$ cat src/rtl/uart_boot_loader.sv
// Parses a framed program image from the UART byte stream, writes it into
// instruction memory word by word, and holds the core in reset until a good image lands.
module uart_boot_loader #(
  parameter logic [31:0] BOOT_BASE   = 32'h0040_0000,
  parameter logic [31:0] BOOT_END    = 32'h0040_3FFC,
  parameter logic [23:0] TIMEOUT_CYC = 24'd5_000_000
) (
  input  logic        iCLK,
  input  logic        iRST,
  input  logic        iRxValid,
  input  logic [7:0]  iRxData,
  output logic        oIwWriteEnable,
  output logic [31:0] oIwAddress,
  output logic [31:0] oIwWriteData,
  output logic [3:0]  oIwByteEnable,
  output logic        oCPUReset,
  output logic [31:0] oInitialPC,
  output logic        oBootDone,
  output logic        oError,
  output logic [1:0]  oErrCode
);

  // state   | meaning
  // IDLE    | waiting for magic byte after reset
  // ADDR    | collecting 4-byte start address
  // COUNT   | collecting 2-byte word count
  // CHECK   | one-cycle range/alignment check, no byte consumed
  // DATA    | collecting words and issuing writes
  // CSUM    | comparing checksum byte
  // DONE    | image accepted, core released
  // ERROR   | image rejected, core held
  typedef enum logic [2:0] {
    S_IDLE, S_ADDR, S_COUNT, S_CHECK, S_DATA, S_CSUM, S_DONE, S_ERROR
  } state_t;

  localparam logic [1:0] ERR_CSUM    = 2'b01;
  localparam logic [1:0] ERR_RANGE   = 2'b10;
  localparam logic [1:0] ERR_TIMEOUT = 2'b11;

  state_t      state, state_nxt;
  logic [31:0] start_addr;
  logic [15:0] count;
  logic [1:0]  byte_idx;
  logic [31:0] word_sr;
  logic [15:0] word_cnt;
  logic [31:0] wr_addr;
  logic [7:0]  csum_acc;
  logic [23:0] idle_cnt;

  logic        magic;
  logic        in_frame;
  logic        timeout_hit;
  logic        range_bad;
  logic [33:0] last_addr;

  assign oIwByteEnable = 4'hF;

  assign magic       = iRxValid && (iRxData == 8'hA5);
  assign in_frame    = (state == S_ADDR) || (state == S_COUNT) ||
                       (state == S_DATA) || (state == S_CSUM);
  assign timeout_hit = in_frame && !iRxValid && (idle_cnt == TIMEOUT_CYC - 24'd1);

  // 34-bit end address so that an image running past 4 GiB cannot wrap into range
  assign last_addr = {2'b00, start_addr} + {16'h0000, count - 16'd1, 2'b00};
  assign range_bad = (start_addr[1:0] != 2'b00) || (start_addr < BOOT_BASE) ||
                     ((count != 16'd0) && (last_addr > {2'b00, BOOT_END}));

  always_ff @(posedge iCLK or negedge iRST) begin
    if (!iRST) state <= S_IDLE;
    else       state <= state_nxt;
  end

  always_comb begin
    state_nxt = state;
    if (timeout_hit) begin
      state_nxt = S_ERROR;
    end else begin
      case (state)
        S_IDLE, S_DONE, S_ERROR: if (magic) state_nxt = S_ADDR;
        S_ADDR:  if (iRxValid && byte_idx == 2'd3) state_nxt = S_COUNT;
        S_COUNT: if (iRxValid && byte_idx == 2'd1) state_nxt = S_CHECK;
        S_CHECK: begin
          if (range_bad)            state_nxt = S_ERROR;
          else if (count == 16'd0)  state_nxt = S_CSUM;
          else                      state_nxt = S_DATA;
        end
        S_DATA: if (iRxValid && byte_idx == 2'd3 && word_cnt == count - 16'd1)
                  state_nxt = S_CSUM;
        S_CSUM: if (iRxValid) state_nxt = (iRxData == csum_acc) ? S_DONE : S_ERROR;
        default: state_nxt = S_IDLE;
      endcase
    end
  end

  always_ff @(posedge iCLK or negedge iRST) begin
    if (!iRST) begin
      start_addr     <= 32'h0;
      count          <= 16'h0;
      byte_idx       <= 2'd0;
      word_sr        <= 32'h0;
      word_cnt       <= 16'h0;
      wr_addr        <= 32'h0;
      csum_acc       <= 8'h0;
      idle_cnt       <= 24'h0;
      oIwWriteEnable <= 1'b0;
      oIwAddress     <= 32'h0;
      oIwWriteData   <= 32'h0;
      oCPUReset      <= 1'b1;
      oInitialPC     <= BOOT_BASE;
      oBootDone      <= 1'b0;
      oError         <= 1'b0;
      oErrCode       <= 2'b00;
    end else begin
      oIwWriteEnable <= 1'b0;
      idle_cnt       <= (in_frame && !iRxValid) ? idle_cnt + 24'd1 : 24'h0;

      if (timeout_hit) begin
        oError   <= 1'b1;
        oErrCode <= ERR_TIMEOUT;
      end else begin
        case (state)
          S_IDLE, S_DONE, S_ERROR: begin
            if (magic) begin
              csum_acc  <= 8'h0;
              byte_idx  <= 2'd0;
              oBootDone <= 1'b0;
              oError    <= 1'b0;
              oErrCode  <= 2'b00;
              oCPUReset <= 1'b1;
            end
          end
          S_ADDR: begin
            if (iRxValid) begin
              start_addr <= {iRxData, start_addr[31:8]};
              byte_idx   <= byte_idx + 2'd1;
              csum_acc   <= csum_acc ^ iRxData;
            end
          end
          S_COUNT: begin
            if (iRxValid) begin
              count    <= {iRxData, count[15:8]};
              byte_idx <= (byte_idx == 2'd1) ? 2'd0 : byte_idx + 2'd1;
              csum_acc <= csum_acc ^ iRxData;
            end
          end
          S_CHECK: begin
            wr_addr  <= start_addr;
            word_cnt <= 16'h0;
            if (range_bad) begin
              oError   <= 1'b1;
              oErrCode <= ERR_RANGE;
            end
          end
          S_DATA: begin
            if (iRxValid) begin
              word_sr  <= {iRxData, word_sr[31:8]};
              byte_idx <= byte_idx + 2'd1;
              csum_acc <= csum_acc ^ iRxData;
              if (byte_idx == 2'd3) begin
                oIwWriteEnable <= 1'b1;
                oIwAddress     <= wr_addr;
                oIwWriteData   <= {iRxData, word_sr[31:8]};
                wr_addr        <= wr_addr + 32'd4;
                word_cnt       <= word_cnt + 16'd1;
              end
            end
          end
          S_CSUM: begin
            if (iRxValid) begin
              if (iRxData == csum_acc) begin
                oBootDone  <= 1'b1;
                oInitialPC <= start_addr;
                oCPUReset  <= 1'b0;
              end else begin
                oError   <= 1'b1;
                oErrCode <= ERR_CSUM;
              end
            end
          end
          default: ;
        endcase
      end
    end
  end

endmodule
$ cat config.mk
export PLATFORM = sky130hd
export DESIGN_NAME = uart_boot_loader
export DESIGN_NICKNAME = d
export VERILOG_FILES = /design/src/rtl/uart_boot_loader.sv
export SDC_FILE = /design/constraint.sdc
export NUM_CORES = 1
export LEC_CHECK = 0
export CAP_MARGIN = 0
export CORE_MARGIN = 5
export CORE_UTILIZATION = 55
export DETAILED_ROUTE_END_ITERATION = 16
export HOLD_SLACK_MARGIN = 0.02
export PLACE_DENSITY_LB_ADDON = 0.12
export SYNTH_ARGS = -nofsm -noshare
export SYNTH_HDL_FRONTEND = slang
export SYNTH_SLANG_ARGS = --single-unit
export TNS_END_PERCENT = 1
$ cat constraint.sdc
create_clock -name iCLK -period 7.72 [get_ports iCLK]
set_clock_uncertainty 0.05 [all_clocks]
set_input_delay 1.544 -clock iCLK [delete_from_list [all_inputs] [get_ports iCLK]]
set_output_delay 1.544 -clock iCLK [all_outputs]
set_load 0.02 [all_outputs]
==> results.cfg, run 1 <==
[status]
status = completed

[logic_synthesis]
synth_async_sr_flop_share = 1.000
synth-seq-cells = 259
synthMostInstantiatedCell = nand2_1
synth_cell_type_count = 90
synth_cells = 1403
yosysSeqAreaShare = 0.4867
synth_area_leader_cell = dfrtp_1
yosys_warnings = 0
syn_area_per_cell_sq_um = 9.496
synth-edff-count = 0
synth_area_sq_mm = 0.01332
synth_common_cells = nand2_1, dfrtp_1, nor2_1, mux2_2, a21oi_1
synth_top_area_share = 0.4827
synthFlopType = dfrtp_1
synth_area_leaders = dfrtp_1, nand2_1, mux2_2

[cts]
cts_tree = done
cts_buffers = 29
cts_buffer_depth = 3
htreeDepth = 1
cts_root_buf = clkbuf_16
clkSinkCount = 259
cts_resized = 0
path_clk_slew_ps = 60
ctsHoldBuffers = 0
clock_latency_ps = 550
cts_setup_buffers = 0

[sta]
tns_ps = 0
period_share = 0.6297
fmax_mhz = 205.7
setup_viol = 0
fin_ws_ps = 2859
rsz0062_at_grt = false
whs_ps = 415.1
period_needed_ps = 4861
maxSlewViolCount = 0
slew_headroom = 0.2622
hold_violations = 0
tightest_slew_ps = 1107

[worst_setup_path]
start_kind = flip-flop
r2r_setup_slack_ps = 2860
worstPathRequired_ps = 8100
r2r-start = count[0]
critPathKind = reg2reg
worstPathArrival_ps = 5240
path_max_fanout = 8
reg2regPathDepth = 16
worstSetupEndpointType = flip-flop
timing.rr.end = oErrCode[0]

[global_route]
grt_usage = 0.2498
grt_max_degree = 134
grt_pass1_wl_um = 56880
grt_overflow = 0
grt_pass1_vias = 10510
antenna_found_initial = 0

[route]
dr.pass1.iters = 6
final_antenna_net_count = 0
route.met3.wl_um = 1707
num_vias = 10600
via_per_inst = 5.808
routedWlPerCell_um = 18.82
met1_length_um = 15660
drt_iter0_markers = 1044
dr.max_layer_used = met4
wl_met2_um = 15750
postRouteWirelength_um = 34350
route.detailed.drc = 0

[die]
initial_core_util = 0.5527
dieArea_sq_mm = 0.02744
std_cell_rows = 57
die_h_um = 165.6
io_pins = 117
coreArea_sq_mm = 0.02411
chipWidth_um = 165.6

[place]
dp_hpwl_um = 23500
place_ws_ps = 2734
placed_area_sq_mm = 0.01464
place_congestion = 0.9126
portBuffers = 112

[final_layout]
final_area_sq_mm = 0.01564
num_antenna_cells = 0
nets = 1519
fill_cells = 2052
final_layout_size_suffix_gt1_frac = 0.1279
area.growth.synth_to_final_pct = 17.42

[pwr]
p_per_area_mw_per_mm2 = 383.0
power.leakage_nw = 7.008
vdd_ir_drop_max_uv = 238.9

[min_path]
hold_path_end = oIwWriteData[2]
hold_start = word_sr[10]
hold_class = reg2reg
hold_depth = 2

[job]
cap_violations = 0
## per-layer routing
| layer | GRT usage | vias up |
|---|---|---|
| li1 | - | 5026 |
| met2 | 0.3952 | 318 |
| met3 | 0.03051 | 78 |
| met4 | 0.08250 | 0 |
| met1 | 0.3621 | 5178 |
| met5 | 0 | - |
## cell families after synthesis
group | Yosys count | share of synthesized area
and+or+nand+nor | 585 | 0.2044
DFF | 259 | 0.4867
AOI/OAI and AO/OA | 254 | 0.1188
buffers and inverters | 108 | 0.03343
muxes | 100 | 0.08433
xor gates and xnor gates | 68 | 0.04527
adders and majority gates | 28 | 0.02686
other | 1 | 0.0002815
## critical path: stages (launching register included)
cell      delay (ps)
dfrtp_1          440
inv_1            150
ha_1             290
nor3b_1          450
nand2_2          170
nor2_4           170
xor2_1           340
ha_1             400
a211oi_2         250
nor2_1           160
o32ai_1          290
o221ai_1         180
nor4_1           310
a31oi_1          170
o31ai_2          440
a21oi_2          150
mux2_4           340
## registers in the layout, indices dropped and copies added (netlist names), 2 cells and up
| signal | count |
|---|---|
| word_sr | 24 |
| oErrCode | 2 |
| oIwAddress | 32 |
| oInitialPC | 32 |
| wr_addr | 32 |
| byte_idx | 2 |
| idle_cnt | 24 |
| oIwWriteData | 32 |
| start_addr | 32 |
| count | 16 |
| csum_acc | 8 |
| word_cnt | 16 |
| state | 3 |
## layout by cell type, fill, tap and decap left out, types with 21 or more instances in the layout
cell type / Yosys / layout
nand2_1: 295 / 295
dfrtp_1: 257 / 257
clkdlybuf4s50_1: 0 / 111
nor2_1: 95 / 93
mux2_2: 93 / 93
a21oi_1: 79 / 79
o21ai_0: 78 / 78
nand3_1: 48 / 46
xor2_1: 38 / 38
inv_1: 31 / 31
xnor2_1: 29 / 29
clkbuf_16: 0 / 29
ha_1: 27 / 27
nand4_1: 21 / 21
## power breakdown
group,switching (mW),internal (mW)
combinational,1.30,0.984
sequential,0.575,1.70
clock,0.554,0.872
total,2.43,3.56
## per-stage QoR
stage | utilization | total power, mW | cells
after floorplan | - | 3.800 | 1406
after global placement | 0.6072 | 4.483 | 1773
after detailed placement | 0.6072 | 4.536 | 1773
after CTS | 0.6490 | 5.989 | 1825
after global routing | 0.6490 | 6.362 | 1825
final | 0.6490 | 5.991 | 1825
## layout make-up
type	count	area (sq um)	share of cell area
Clock buffer	40	857.1	0.05479
Clock inverter	12	148.9	0.009518
Inverter	32	120.1	0.007678
Multi-Input combinational cell	1039	6437	0.4115
Sequential cell	259	6484	0.4145
Tap cell	324	405.4	0.02591
Timing Repair Buffer	119	1191	0.07614
## how the worst max path moves through the flow
stage,start,to,slack (ps)
after floorplan,count[2],oErrCode[0],3520
after detailed placement,iRxData[0],oInitialPC[10],2730
after global routing,count[0],oErrCode[0],2470
after global placement,iRxData[0],oInitialPC[30],2780
final,count[0],oErrCode[0],2860
after CTS,count[2],oErrCode[0],2890
No activity file was read; power rests on OpenSTA's default activity.
==> inputs of run 2 (changes only) <==
--- a/config.mk
+++ b/config.mk
@@ -7,7 +7,7 @@
 export LEC_CHECK = 0
 export CAP_MARGIN = 0
 export CORE_MARGIN = 5
-export CORE_UTILIZATION = 55
+export CORE_UTILIZATION = 53
 export DETAILED_ROUTE_END_ITERATION = 16
 export HOLD_SLACK_MARGIN = 0.02
 export PLACE_DENSITY_LB_ADDON = 0.12
==> constraint.sdc (replaced) <==
create_clock -name iCLK -period 4.1 [get_ports iCLK]
set_clock_uncertainty 0.05 [all_clocks]
set_input_delay 0.82 -clock iCLK [delete_from_list [all_inputs] [get_ports iCLK]]
set_output_delay 0.82 -clock iCLK [all_outputs]
set_load 0.02 [all_outputs]
==> run 2 against run 1 <==
The run now ends with setup timing left. Clock power increased by 94%. Combinational power increased by 130%. Die area increased by 3.5%. Final cell count increased by 5.8%. Via count increased by 2.9%. Non-clock buffer count increased by 97. Critical path depth unchanged. Largest cell class is now multi-input combinational cells.
==> results.cfg, run 2 (same netlist as run 1, synthesis figures left out) <==
[cts]
htreeDepth = 1
path_clk_slew_ps = 60
cts_buffers = 29
cts_buffer_depth = 3
cts_root_buf = clkbuf_16
cts_tree = done
clock_latency_ps = 550
clkSinkCount = 259
ctsHoldBuffers = 0

[route]
num_vias = 10903
route.met3.wl_um = 1797
via_per_inst = 5.649
drt_iter0_markers = 881
routedWlPerCell_um = 18.43
final_antenna_net_count = 0
dr.max_layer_used = met4
met1_length_um = 16360
postRouteWirelength_um = 35580
dr.pass1.iters = 7
route.detailed.drc = 0
wl_met2_um = 16580

[worst_setup_path]
critPathBufInv = 1
path_max_fanout = 4
worstPathRequired_ps = 4480
start_kind = flip-flop
path_delay_family = simple AND/OR/NAND/NOR gates
max_stage_delay_ps = 470
worstSetupEndpointType = flip-flop
timing.rr.end = oErrCode[0]
r2r_setup_slack_ps = -80
crit_slowest_cell = or4_4
critPathKind = reg2reg
r2r-start = count[4]
path_cells = nor4_4 -> nand3_2 -> or4_4 -> xnor2_4 -> ha_1 -> a21o_1 -> and3_1 -> or3b_1 -> nor2_1 -> mux2i_1 -> nor4_2 -> a31oi_1 -> o31ai_2 -> buf_4 -> a21oi_2 -> mux2_4
worstPathArrival_ps = 4550
reg2regPathDepth = 16

[global_route]
grt_max_degree = 105
antenna_found_initial = 0
grt_pass1_vias = 10789
grt_usage = 0.2496
grt_pass1_wl_um = 57970
grt_overflow = 0

[place]
place_ws_ps = -96.09
portBuffers = 112
place_congestion = 0.9339
dp.cells = 1875
dp_hpwl_um = 25110

[min_path]
hold_class = in2async

[pwr]
p_switching_mw = 4.774
p_per_area_mw_per_mm2 = 737.6
p_int_mw = 7.421
vdd_ir_drop_max_uv = 489.5
p_comb_frac = 0.430
switching_share = 0.3915
p_seq_frac = 0.343
clkPwrFrac = 0.227
power.leakage_nw = 7.513
power_mw = 12.20

[die]
io_pins = 117
dieArea_sq_mm = 0.02841
coreArea_sq_mm = 0.02496
std_cell_rows = 58
die_h_um = 168.5
chipWidth_um = 168.5
initial_core_util = 0.5337

[final_layout]
final_cell_mix = nand2_1, dfrtp_1, clkdlybuf4s50_1, buf_4, mux2_2
layout_commonest_cell = nand2_1
fill_cells = 2059
num_antenna_cells = 0
final_layout_size_suffix_gt1_frac = 0.1875
nets = 1616
area.growth.synth_to_final_pct = 24.11
final_cells = 1930

[sta]
period_share = 1.018
period_needed_ps = 4176
setup_viol = 1
whs_ps = 260.4
rsz0062_at_grt = true
tns_ps = -75.83
fmax_mhz = 239.5
tightest_slew_ps = 790.9
fin_ws_ps = -75.83
slew_headroom = 0.4728
hold_violations = 0
maxSlewViolCount = 0

[job]
cap_violations = 0

[status]
status = finished with violations
violations = setup timing
## run 2: repair_timing
item | 4_1_cts | 5_1_grt
buffers inserted | 0 | 1
setup endpoints to repair | 2 | 5
resized for setup | 8 | 8
pin swaps | 1 | 0
hold endpoints to repair | 0 | 0
## run 2: final cells by class
cell class / instances / area [sq um] / area share
multi-input combinational: 1039 / 6528 / 0.3948
sequential: 259 / 6484 / 0.3921
timing repair buffer: 216 / 1944 / 0.1176
clock buffer: 44 / 882.1 / 0.05335
tap: 330 / 412.9 / 0.02497
clock inverter: 10 / 163.9 / 0.009913
inverter: 32 / 120.1 / 0.007264
## run 2: metal layers
metal | track usage | vias up
met5 | 0 | -
met4 | 0.06034 | 0
met1 | 0.3553 | 5356
met3 | 0.03760 | 59
li1 | - | 5219
met2 | 0.4074 | 269
## run 2: power by group through the flow
stage | Clock, mW | Sequential, mW | Combinational (mW)
finish | 2.77 | 4.18 | 5.25
global route | 2.94 | 4.27 | 5.75
CTS | 2.83 | 4.14 | 5.15
detailed placement | 0 | 4.18 | 5.09
global placement | 0 | 4.16 | 5.03
floorplan | 0 | 3.85 | 3.30
## run 2: worst max-delay path by stage
stage                        start          end  slack [ps]  depth (start not counted)
after floorplan           count[4]  oErrCode[0]          30                         15
after global placement    count[8]  oErrCode[0]         -80                         17
after detailed placement  count[4]  oErrCode[0]        -100                         16
after CTS                 count[1]  oErrCode[0]         -80                         19
after global routing      count[4]  oErrCode[0]        -300                         16
final                     count[4]  oErrCode[0]         -80                         16
## run 2: per-stage QoR
step	utilization	area [sq um]
3_5_place_dp	0.6165	15390
2_1_floorplan	-	13330
4_1_cts	0.6599	16470
6_report	0.6623	16530
3_3_place_gp	0.6165	15390
5_1_grt	0.6623	16530
